`config.mk`:
```
export PLATFORM = sky130hd
export DESIGN_NAME = tdc_spi_arbiter
export DESIGN_NICKNAME = d
export VERILOG_FILES = /design/src/rtl/tdc_spi_arbiter.sv
export SDC_FILE = /design/constraint.sdc
export NUM_CORES = 1
export LEC_CHECK = 0
export ABC_AREA = 0
export CAP_MARGIN = 20
export CORE_MARGIN = 2
export CORE_UTILIZATION = 25
export CTS_BUF_LIST = sky130_fd_sc_hd__clkbuf_2
export DETAILED_ROUTE_END_ITERATION = 10
export PLACE_DENSITY = 0.64
export SLEW_MARGIN = 20
export SYNTH_ARGS = -nofsm -noshare
export SYNTH_HDL_FRONTEND = slang
export SYNTH_SLANG_ARGS = --single-unit
```
`constraint.sdc`:
```
create_clock -name clk -period 2.88 [get_ports clk]
set_input_delay 0.576 -clock clk [delete_from_list [all_inputs] [get_ports clk]]
set_output_delay 0.576 -clock clk [all_outputs]
set_load 0.05 [all_outputs]
```
`src/rtl/tdc_spi_arbiter.sv`:
```
`default_nettype none
// ============================================================================
//  Module      : tdc_spi_arbiter
//  Description : Round-robin arbiter sharing one TDC SPI master between
//                NUM_REQ burst-oriented requesters. The owner's start, MOSI
//                and CS_END are registered through to the master; every other
//                requester sees a permanently busy SPI.
//                Optional grant watchdog: define TDC_ARB_WDOG_EN.
//  Revision    : 1.0 - initial release
// ============================================================================
module tdc_spi_arbiter #(
    parameter int NUM_REQ     = 4,
    parameter int WDOG_CYCLES = 4096
) (
    input  logic                   clk,
    input  logic                   rst,
    input  logic [NUM_REQ-1:0]     req_lock,
    input  logic [NUM_REQ-1:0]     req_start,
    input  logic [8*NUM_REQ-1:0]   req_mosi,
    input  logic [NUM_REQ-1:0]     req_cs_end,
    output logic [NUM_REQ-1:0]     grant,
    output logic [NUM_REQ-1:0]     req_busy,
    output logic [7:0]             req_miso,
    output logic                   spi_start,
    output logic [7:0]             spi_mosi,
    output logic                   spi_cs_end,
    input  logic                   spi_busy,
    input  logic [7:0]             spi_miso,
    output logic                   wdog_err
);

    localparam int                c_idx_w    = $clog2(NUM_REQ);
    localparam logic [c_idx_w:0]  c_num      = (c_idx_w+1)'(NUM_REQ);
    localparam logic [c_idx_w-1:0] c_last_rst = c_idx_w'(NUM_REQ - 1);

    // Elaboration-time guard on the supported parameter range.
    if (NUM_REQ < 2 || NUM_REQ > 8 || WDOG_CYCLES < 2) begin : g_param_check
        $error("tdc_spi_arbiter: NUM_REQ must be 2..8 and WDOG_CYCLES >= 2");
    end

    typedef enum logic [1:0] {
        S_IDLE  = 2'd0,
        S_GRANT = 2'd1,
        S_DRAIN = 2'd2
    } state_t;

    state_t               r_state;
    state_t               w_state_nxt;
    logic [NUM_REQ-1:0]   r_grant;
    logic [c_idx_w-1:0]   r_last;        // previous winner; also the current owner while granted
    logic                 r_spi_start;
    logic [7:0]           r_spi_mosi;
    logic                 r_spi_cs_end;
    logic [7:0]           r_req_miso;

    logic [NUM_REQ-1:0]   w_req_eff;     // requests eligible for arbitration
    logic                 w_any;
    logic [c_idx_w-1:0]   w_win_idx;
    logic [c_idx_w:0]     w_sum;
    logic                 w_trip;        // watchdog revokes the grant this cycle
    logic                 w_lock_g;
    logic                 w_start_g;
    logic                 w_cs_g;
    logic [7:0]           w_mosi_g;
    logic                 w_release;

    assign grant      = r_grant;
    assign spi_start  = r_spi_start;
    assign spi_mosi   = r_spi_mosi;
    assign spi_cs_end = r_spi_cs_end;
    assign req_miso   = r_req_miso;
    assign w_release  = !spi_busy && !r_spi_start;

    // Select the owner's request signals (owner index is r_last).
    always_comb begin
        w_lock_g  = 1'b0;
        w_start_g = 1'b0;
        w_cs_g    = 1'b1;
        w_mosi_g  = '0;
        for (int i = 0; i < NUM_REQ; i++) begin
            if (r_last == c_idx_w'(i)) begin
                w_lock_g  = req_lock[i];
                w_start_g = req_start[i];
                w_cs_g    = req_cs_end[i];
                w_mosi_g  = req_mosi[8*i +: 8];
            end
        end
    end

    // Round-robin search from r_last+1; scanning offsets downwards lets the
    // nearest requester overwrite farther ones.
    always_comb begin
        w_any     = 1'b0;
        w_win_idx = r_last;
        w_sum     = '0;
        for (int k = NUM_REQ; k >= 1; k--) begin
            w_sum = {1'b0, r_last} + (c_idx_w+1)'(k);
            if (w_sum >= c_num) begin
                w_sum = w_sum - c_num;
            end
            if (w_req_eff[w_sum[c_idx_w-1:0]]) begin
                w_any     = 1'b1;
                w_win_idx = w_sum[c_idx_w-1:0];
            end
        end
    end

    // Busy seen by each requester: only the owner sees the real master.
    always_comb begin
        req_busy = '1;
        if (r_state != S_IDLE) begin
            req_busy[r_last] = spi_busy | r_spi_start;
        end
    end

`ifdef TDC_ARB_WDOG_EN
    localparam int                   c_wcnt_w   = $clog2(WDOG_CYCLES);
    localparam logic [c_wcnt_w-1:0]  c_wdog_max = c_wcnt_w'(WDOG_CYCLES - 1);

    logic [c_wcnt_w-1:0] r_wdog_cnt;
    logic [NUM_REQ-1:0]  r_blocked;     // requesters revoked by the watchdog, awaiting lock low
    logic                r_wdog_err;

    assign w_trip    = (r_state == S_GRANT) && w_lock_g && !r_spi_start &&
                       (r_wdog_cnt == c_wdog_max);
    assign w_req_eff = req_lock & ~r_blocked;
    assign wdog_err  = r_wdog_err;

    // Count granted cycles without a start; remember revoked owners.
    always_ff @(posedge clk) begin
        if (rst) begin
            r_wdog_cnt <= '0;
            r_blocked  <= '0;
            r_wdog_err <= 1'b0;
        end else begin
            r_wdog_err <= w_trip;
            if (r_state != S_GRANT || r_spi_start || w_trip) begin
                r_wdog_cnt <= '0;
            end else begin
                r_wdog_cnt <= r_wdog_cnt + 1'b1;
            end
            r_blocked <= (r_blocked & req_lock) | (w_trip ? r_grant : '0);
        end
    end
`else
    assign w_trip    = 1'b0;
    assign w_req_eff = req_lock;
    assign wdog_err  = 1'b0;
`endif

    // State register.
    always_ff @(posedge clk) begin
        if (rst) begin
            r_state <= S_IDLE;
        end else begin
            r_state <= w_state_nxt;
        end
    end

    // Next-state logic.
    always_comb begin
        w_state_nxt = r_state;
        case (r_state)
            S_IDLE: begin
                if (w_any) begin
                    w_state_nxt = S_GRANT;
                end
            end
            S_GRANT: begin
                if (!w_lock_g || w_trip) begin
                    w_state_nxt = S_DRAIN;
                end
            end
            S_DRAIN: begin
                if (w_release) begin
                    w_state_nxt = S_IDLE;
                end
            end
            default: w_state_nxt = S_IDLE;
        endcase
    end

    // Grant bookkeeping and the registered request path to the SPI master.
    always_ff @(posedge clk) begin
        if (rst) begin
            r_grant      <= '0;
            r_last       <= c_last_rst;
            r_spi_start  <= 1'b0;
            r_spi_mosi   <= '0;
            r_spi_cs_end <= 1'b1;
            r_req_miso   <= '0;
        end else begin
            r_req_miso  <= spi_miso;
            r_spi_start <= 1'b0;
            case (r_state)
                S_IDLE: begin
                    if (w_any) begin
                        r_grant <= {{(NUM_REQ-1){1'b0}}, 1'b1} << w_win_idx;
                        r_last  <= w_win_idx;
                    end
                end
                S_GRANT: begin
                    if (w_trip) begin
                        r_spi_cs_end <= 1'b1;       // force CS off on a revoked burst
                    end else if (w_lock_g) begin
                        r_spi_start  <= w_start_g;
                        r_spi_mosi   <= w_mosi_g;
                        r_spi_cs_end <= w_cs_g;
                    end
                end
                S_DRAIN: begin
                    if (w_release) begin
                        r_grant <= '0;
                    end
                end
                default: r_grant <= '0;
            endcase
        end
    end

endmodule
`default_nettype wire

```
* Yosys cells after proc, flatten, opt, wreduce, memory -nomap -nowiden
Index checks and enable logic that the tools add are counted.
** Word-level totals
- Bits in read-only memories :: 0
- Memory bits (writable) :: 0
- Latch bits :: 0
- Output and inout bits :: 27
- Bits of input ports :: 55
- Bits in registers :: 26
- Memories kept :: 0
** Cells by class
- Shifts and indexed selects :: 1
- Multipliers :: 0
- Equality and inequality tests :: 8
- $add $sub $neg :: 8
- Reduce and logical (&&, ||, !) cells :: 12
- Divide/modulo/power cells :: 0
- Magnitude comparators :: 10
- Multiplexer cells :: 46
- Bitwise logic cells :: 5
** Operator list (number)
- $mux W8 :: 4
- $mux W2 :: 11
- $mux W1 :: 21
- $lt A2 B3 Y1 const B :: 5
- $ge A3 B3 Y1 const B :: 4
- $mux W4 :: 3
- $pmux W4 S3 :: 1
- $bmux W1 S2 :: 4
- $sub A2 B1 Y2 const B :: 4
- $add A2 B2 Y3 const B :: 2
- $eq A2 B2 Y1 const B :: 3
- $ne A2 B2 Y1 const B :: 3
- $pmux W2 S3 :: 1
- $reduce_and A3 Y1 :: 2
- $eq A2 B1 Y1 const B :: 2
- $logic_not A2 Y1 :: 2
- $not A4 Y4 :: 1
- $or A4 B4 Y4 :: 1
- $reduce_and A2 Y1 :: 2
- $shl A1 B2 Y4 const A :: 1
- $add A2 B1 Y3 const B :: 1
- $add A2 B3 Y3 const B :: 1
- $reduce_or A3 Y1 :: 1
- $demux W1 S2 :: 1
- 6 further kinds :: 9

* Depth between registers and ports, before layout
- Word-level depth :: 12
- Gate-level depth with buffers :: 8

* Worst setup path before layout
No wires, ideal clock.
- Path kind :: reg-to-reg
- Start point :: register r_last[0]
- End point :: register r_grant[1] (netlist: grant[1])
- Arrival time :: 1.906 ns
- Cell stages (with the launch flop) :: 7
- Path buffers :: 0
- Path slack :: 0.856 ns
- Cell sequence :: dfxtp_1 inv_1 ha_1 mux2_4 o32ai_4 mux2i_1 a32o_1
** On the way
- Cells in the longest elaborated chain, start to end :: 12
- Elaborated cells on any way between the ends :: 37
- Classes of those cells :: add/sub: 8; order compare: 4; eq/ne: 1; shift: 1; mux: 22; reduce/logical: 1
** RTL lines
- from (decl) :: line 50 : logic [c_idx_w-1:0] r_last;
- from (signal assigned) :: line 187 : r_last <= c_last_rst;
- from (signal assigned) :: line 199 : r_last <= w_win_idx;
- $add A2 B3 Y3 :: line 97 : w_sum = {1'b0, r_last} + (c_idx_w+1)'(k);
- $ge A3 B3 Y1 / $sub A2 B1 Y2 (equally long branches) :: line 98, 99
- $mux W2 :: line 98 : if (w_sum >= c_num) begin
- $bmux W1 S2 :: line 101 : if (w_req_eff[w_sum[c_idx_w-1:0]]) begin
- $mux W1 (implied by the code) :: line 101
- $mux W2 (4 in a row) :: line 101
- $shl A1 B2 Y4 :: line 198 : r_grant <= {{(NUM_REQ-1){1'b0}}, 1'b1} << w_win_idx;
- $mux W4 :: line 197 : if (w_any) begin
- $pmux W4 S3 :: line 195 : case (r_state)
- to (signal assigned) :: line 198
- to (decl) :: line 49 : logic [NUM_REQ-1:0] r_grant;
Several ways; a longest one is shown, not always the timed one. The select of a mux whose other input is x is not followed.
A chain may end at the register's enable or synchronous reset.

* Worst setup path after layout
- Start point :: register r_last[0]
- End point :: output port req_busy[2]
** On the way
- Cells in the longest elaborated chain, start to end :: 7
- Elaborated cells on any way between the ends :: 8
- Classes of those cells :: order compare: 2; mux: 3; bitwise: 2; reduce/logical: 1
** RTL lines
- $lt A2 B3 Y1 (implied by the code) / $ge A2 B1 Y1 (equally long branches) :: line 112 : req_busy[r_last] = spi_busy | r_spi_start;
- $logic_and A1 B1 Y1 (implied by the code) :: line 112
- $mux W1 (implied by the code) :: line 112
- $demux W1 S2 * :: line 112
- $not A4 Y4 (no source line) *
- $or A4 B4 Y4 (no source line) *
- $mux W4 * :: line 111 : if (r_state != S_IDLE) begin
- to (decl) :: line 22 : output logic [NUM_REQ-1:0] req_busy,
Mark *: on every way between the ends. The rest lies on a longest branch, timed or not.

==> metrics.log <==
[metrics] Total GRT Usage: 0.126
[metrics] DIE AREA: 0.00691 mm2
[metrics] final worst-path cycle share: 0.836
[metrics] Clock Pin Slew Worst Setup and Hold Paths: about 0.23 ns
[metrics] starting utilization of the core area: 0.261
[metrics] count of nets after finishing: 330
[metrics] endpoint kind of the worst setup timing path: output pin
[metrics] Root Buffer: sky130_fd_sc_hd__clkbuf_2
[metrics] Core Area: 0.00599 mm2
[metrics] leading cell types in the layout, fill and taps excluded: sky130_fd_sc_hd__clkdlybuf4s50_1, sky130_fd_sc_hd__nand2_1, sky130_fd_sc_hd__dfxtp_1
[metrics] number of DRC markers after the initial detailed-route iteration: 58
[metrics] synthesized netlist cell count: 195
[metrics] Syn. warnings: 0
[metrics] number of standard-cell rows in the floorplan: 28
[metrics] CTS HTree Levels: 1
[metrics] met2 layer usage reported by global route: 0.211
[metrics] power density cells: 720 mW/mm2
[metrics] DRC violations left: 0
[metrics] CTS Hold Buffers Added: 0
[metrics] Achievable Freq: slightly above 400 MHz
[metrics] number of maximum-capacitance constraint violations: 0
[metrics] fillcell total: approximately 600
[metrics] die boundary height: 83.1 um
[metrics] final count of pins violating max slew: 0
[metrics] family with the most delay on the worst path: buffers and inverters
[metrics] post-layout worst setup margin: 0.471 ns
[metrics] final wirelength: about 4500 um
[metrics] setup repair after global routing missed its margin: no
[metrics] number of buffers on the longest clock path: 2
[metrics] total vias in the final route: 1,671
[metrics] Final ANT Viol Nets: 0
[metrics] buffers inserted during post-CTS setup optimization: 0
[metrics] Detail Placement HPWL: approximately 3500 um
[metrics] post-synthesis net count: 254
[metrics] most heavily used metal layer in global routing: met2
[metrics] wire length of the first global-routing pass: 7380 um
[metrics] Top cell by count, worst path: sky130_fd_sc_hd__buf_4
[metrics] via count of the first global-routing pass: 1,587
[metrics] area growth from synthesis to layout: 56.8%
[metrics] FF+latch count, synth: 26
[metrics] average cell area after synthesis: 8.03 um2
[metrics] routability congestion estimate from global placement: a little under 0.8
[metrics] number of sinks driven by the clock tree: 26
[metrics] most common cell after layout, fill and taps aside: sky130_fd_sc_hd__clkdlybuf4s50_1
[metrics] largest stage delay on the critical path: 0.55 ns
[metrics] number of antenna diodes: 0
[metrics] combined buffer and inverter count along the critical path: 3
[metrics] Post-Synthesis Cell Area: 0.00157 mm2
[metrics] Critical Setup Path Class: reg -> out
[metrics] TritonCTS Buffers: 3
[metrics] outcome: finished clean
[metrics] met3 usage in global routing: 0.0209
[metrics] biggest area contributors in the synthesized netlist: sky130_fd_sc_hd__dfxtp_1, sky130_fd_sc_hd__nand2_1, sky130_fd_sc_hd__nor2b_1
[metrics] number of antenna violations at the first check in global routing: 0
[metrics] leakage power total: 0.000940 uW
[metrics] cells resized by post-CTS repair: 0
[metrics] endpoint arrival time on the critical path: 1.83 ns
[metrics] remaining global-route overflow: 0
[metrics] Max rail drop VDD: around 0.23 mV
[metrics] via/cell ratio: slightly below 5
[metrics] sequential cell area fraction in the yosys report: 0.333
[metrics] input/output buffers: 80
[metrics] Sequential cell area: 520 um2
[metrics] clock period minus worst slack: between 2 and 2.5 ns
[metrics] slowest cell on the critical path: sky130_fd_sc_hd__dfxtp_1
[metrics] class of the tightest hold or removal check: reg -> reg
[metrics] largest net degree at the start of global routing: 22
[metrics] number of top-level pins: 82
[metrics] Yosys top cell area share: 0.333
[metrics] top cell type by total area after synthesis: sky130_fd_sc_hd__dfxtp_1
[metrics] share of layout cells above drive strength 1: 0.0852
[metrics] Slew HR: 0.519
[metrics] pre-CTS setup slack: slightly above 0.5 ns
[metrics] Pre-antenna DRT Iters: 4
[metrics] maximum clock skew at final layout: 0.0173 ns
[metrics] pin slew with the least headroom to its limit: 0.719 ns
[metrics] TritonCTS clock tree: built
[metrics] crit-path max FO: 21
[metrics] horizontal extent of the die: 83.1 um
[metrics] total negative setup slack: 0 ns
[metrics] Final Hold Viols: 0
[metrics] final setup violating endpoints: 0
[metrics] Unique masters post-synth: 41
[metrics] ordered cell list for the critical path: inv_1 > ha_1 > buf_4 > nand2_1 > buf_4
[metrics] met1 Usage GRT: 0.162
[metrics] CP startpoint kind: register
[metrics] combined area of the multi-input logic cells: 907 um2
[metrics] clock latency on the worst-skew pair: 0.35 ns
[metrics] critical path data required time: 2.30 ns
[metrics] wire length per cell after detailed routing: 12.9 um
-- metal layers --
layer  wire, um  vias up
li1           -      850
met1       2090      747
met2       2030       70
met3        279        4
met4         55        0
met5          0        -
-- cell usage after synthesis --
cell / number
sky130_fd_sc_hd__a31oi_1: 9
sky130_fd_sc_hd__a21oi_2: 1
sky130_fd_sc_hd__nand2b_1: 2
sky130_fd_sc_hd__o21ai_0: 16
sky130_fd_sc_hd__inv_1: 14
sky130_fd_sc_hd__nand3_1: 1
sky130_fd_sc_hd__and3_1: 1
sky130_fd_sc_hd__buf_2: 6
sky130_fd_sc_hd__o31ai_1: 2
sky130_fd_sc_hd__a311oi_1: 8
sky130_fd_sc_hd__a21o_1: 1
sky130_fd_sc_hd__buf_4: 1
sky130_fd_sc_hd__mux2_4: 1
sky130_fd_sc_hd__nand2_1: 29
sky130_fd_sc_hd__a211oi_1: 3
sky130_fd_sc_hd__nor2_1: 6
sky130_fd_sc_hd__o21ba_2: 1
sky130_fd_sc_hd__a21oi_1: 14
sky130_fd_sc_hd__nor3_1: 1
sky130_fd_sc_hd__o211ai_1: 1
sky130_fd_sc_hd__o22ai_1: 1
sky130_fd_sc_hd__a211o_1: 3
sky130_fd_sc_hd__mux2_2: 3
sky130_fd_sc_hd__dfxtp_1: 26
sky130_fd_sc_hd__buf_6: 1
sky130_fd_sc_hd__nor2b_1: 13
sky130_fd_sc_hd__mux2i_1: 3
sky130_fd_sc_hd__clkbuf_1: 6
sky130_fd_sc_hd__and3b_1: 1
sky130_fd_sc_hd__o21ai_1: 2
sky130_fd_sc_hd__a311o_1: 1
sky130_fd_sc_hd__a221oi_1: 2
sky130_fd_sc_hd__or3b_1: 1
sky130_fd_sc_hd__o22a_2: 1
sky130_fd_sc_hd__o32ai_4: 1
sky130_fd_sc_hd__conb_1: 1
sky130_fd_sc_hd__clkbuf_8: 1
sky130_fd_sc_hd__a32o_1: 4
sky130_fd_sc_hd__o21bai_1: 1
sky130_fd_sc_hd__nor4_2: 1
sky130_fd_sc_hd__ha_1: 4
-- final cells by class --
| cell class | instances | share of cell area |
|---|---|---|
| timing repair buffer | 86 | 0.340 |
| clock inverter | 1 | 0.0122 |
| inverter | 14 | 0.0214 |
| multi-input combinational | 140 | 0.370 |
| clock buffer | 3 | 0.00612 |
| tap | 75 | 0.0382 |
| sequential | 26 | 0.212 |
-- per-stage QoR --
| stage | cell area (um2) | utilization | hold slack, ns | std cells | total power [uW] |
|---|---|---|---|---|---|
| after floorplan | 1570 | - | 0.535 | 195 | 1220 |
| after global placement | 2410 | 0.402 | 0.455 | 341 | 1540 |
| after detailed placement | 2410 | 0.402 | 0.465 | 341 | 1540 |
| after CTS | 2450 | 0.410 | 0.514 | 345 | 1780 |
| after global routing | 2450 | 0.410 | 0.534 | 345 | 1900 |
| final | 2450 | 0.410 | 0.506 | 345 | 1770 |
-- state kept, by name, indices dropped and copies added (netlist names) --
register,flops
grant,4
r_last,2
r_state,2
req_miso,8
spi_cs_end,1
spi_mosi,8
spi_start,1
-- final timing paths --
kind	start	to	slack, ns	depth (start not counted)
setup reg to reg	r_last[0]$_SDFFE_PP1P_	grant[1]$_SDFFE_PP0P_	0.57	6
hold reg to reg	grant[2]$_SDFFE_PP0P_	grant[2]$_SDFFE_PP0P_	0.51	1
setup / recovery	r_last[0]$_SDFFE_PP1P_	req_busy[2]	0.47	5
hold / removal	grant[2]$_SDFFE_PP0P_	grant[2]$_SDFFE_PP0P_	0.51	1
-- cells by family (layout without fill, tap and decap cells) --
group                    Yosys count  in the layout  synth area share
buffers and inverters             29            104            0.0879
multiplexers                       7              7            0.0504
AND/OR/NAND/NOR                   56             56             0.173
adder cells (fa/ha/maj)            4              4            0.0320
other                              1              1           0.00240
AO/OA/AOI/OAI                     72             72             0.321
flip-flops                        26             26             0.333
-- power breakdown --
part | switching (uW) | internal [uW] | total (uW) | leakage, uW
clock network | 110 | 120 | 230 | 0.0000266
registers | 56.7 | 431 | 488 | 0.000214
logic | 630 | 421 | 1050 | 0.000699
Power figures use the tool's default switching activity.
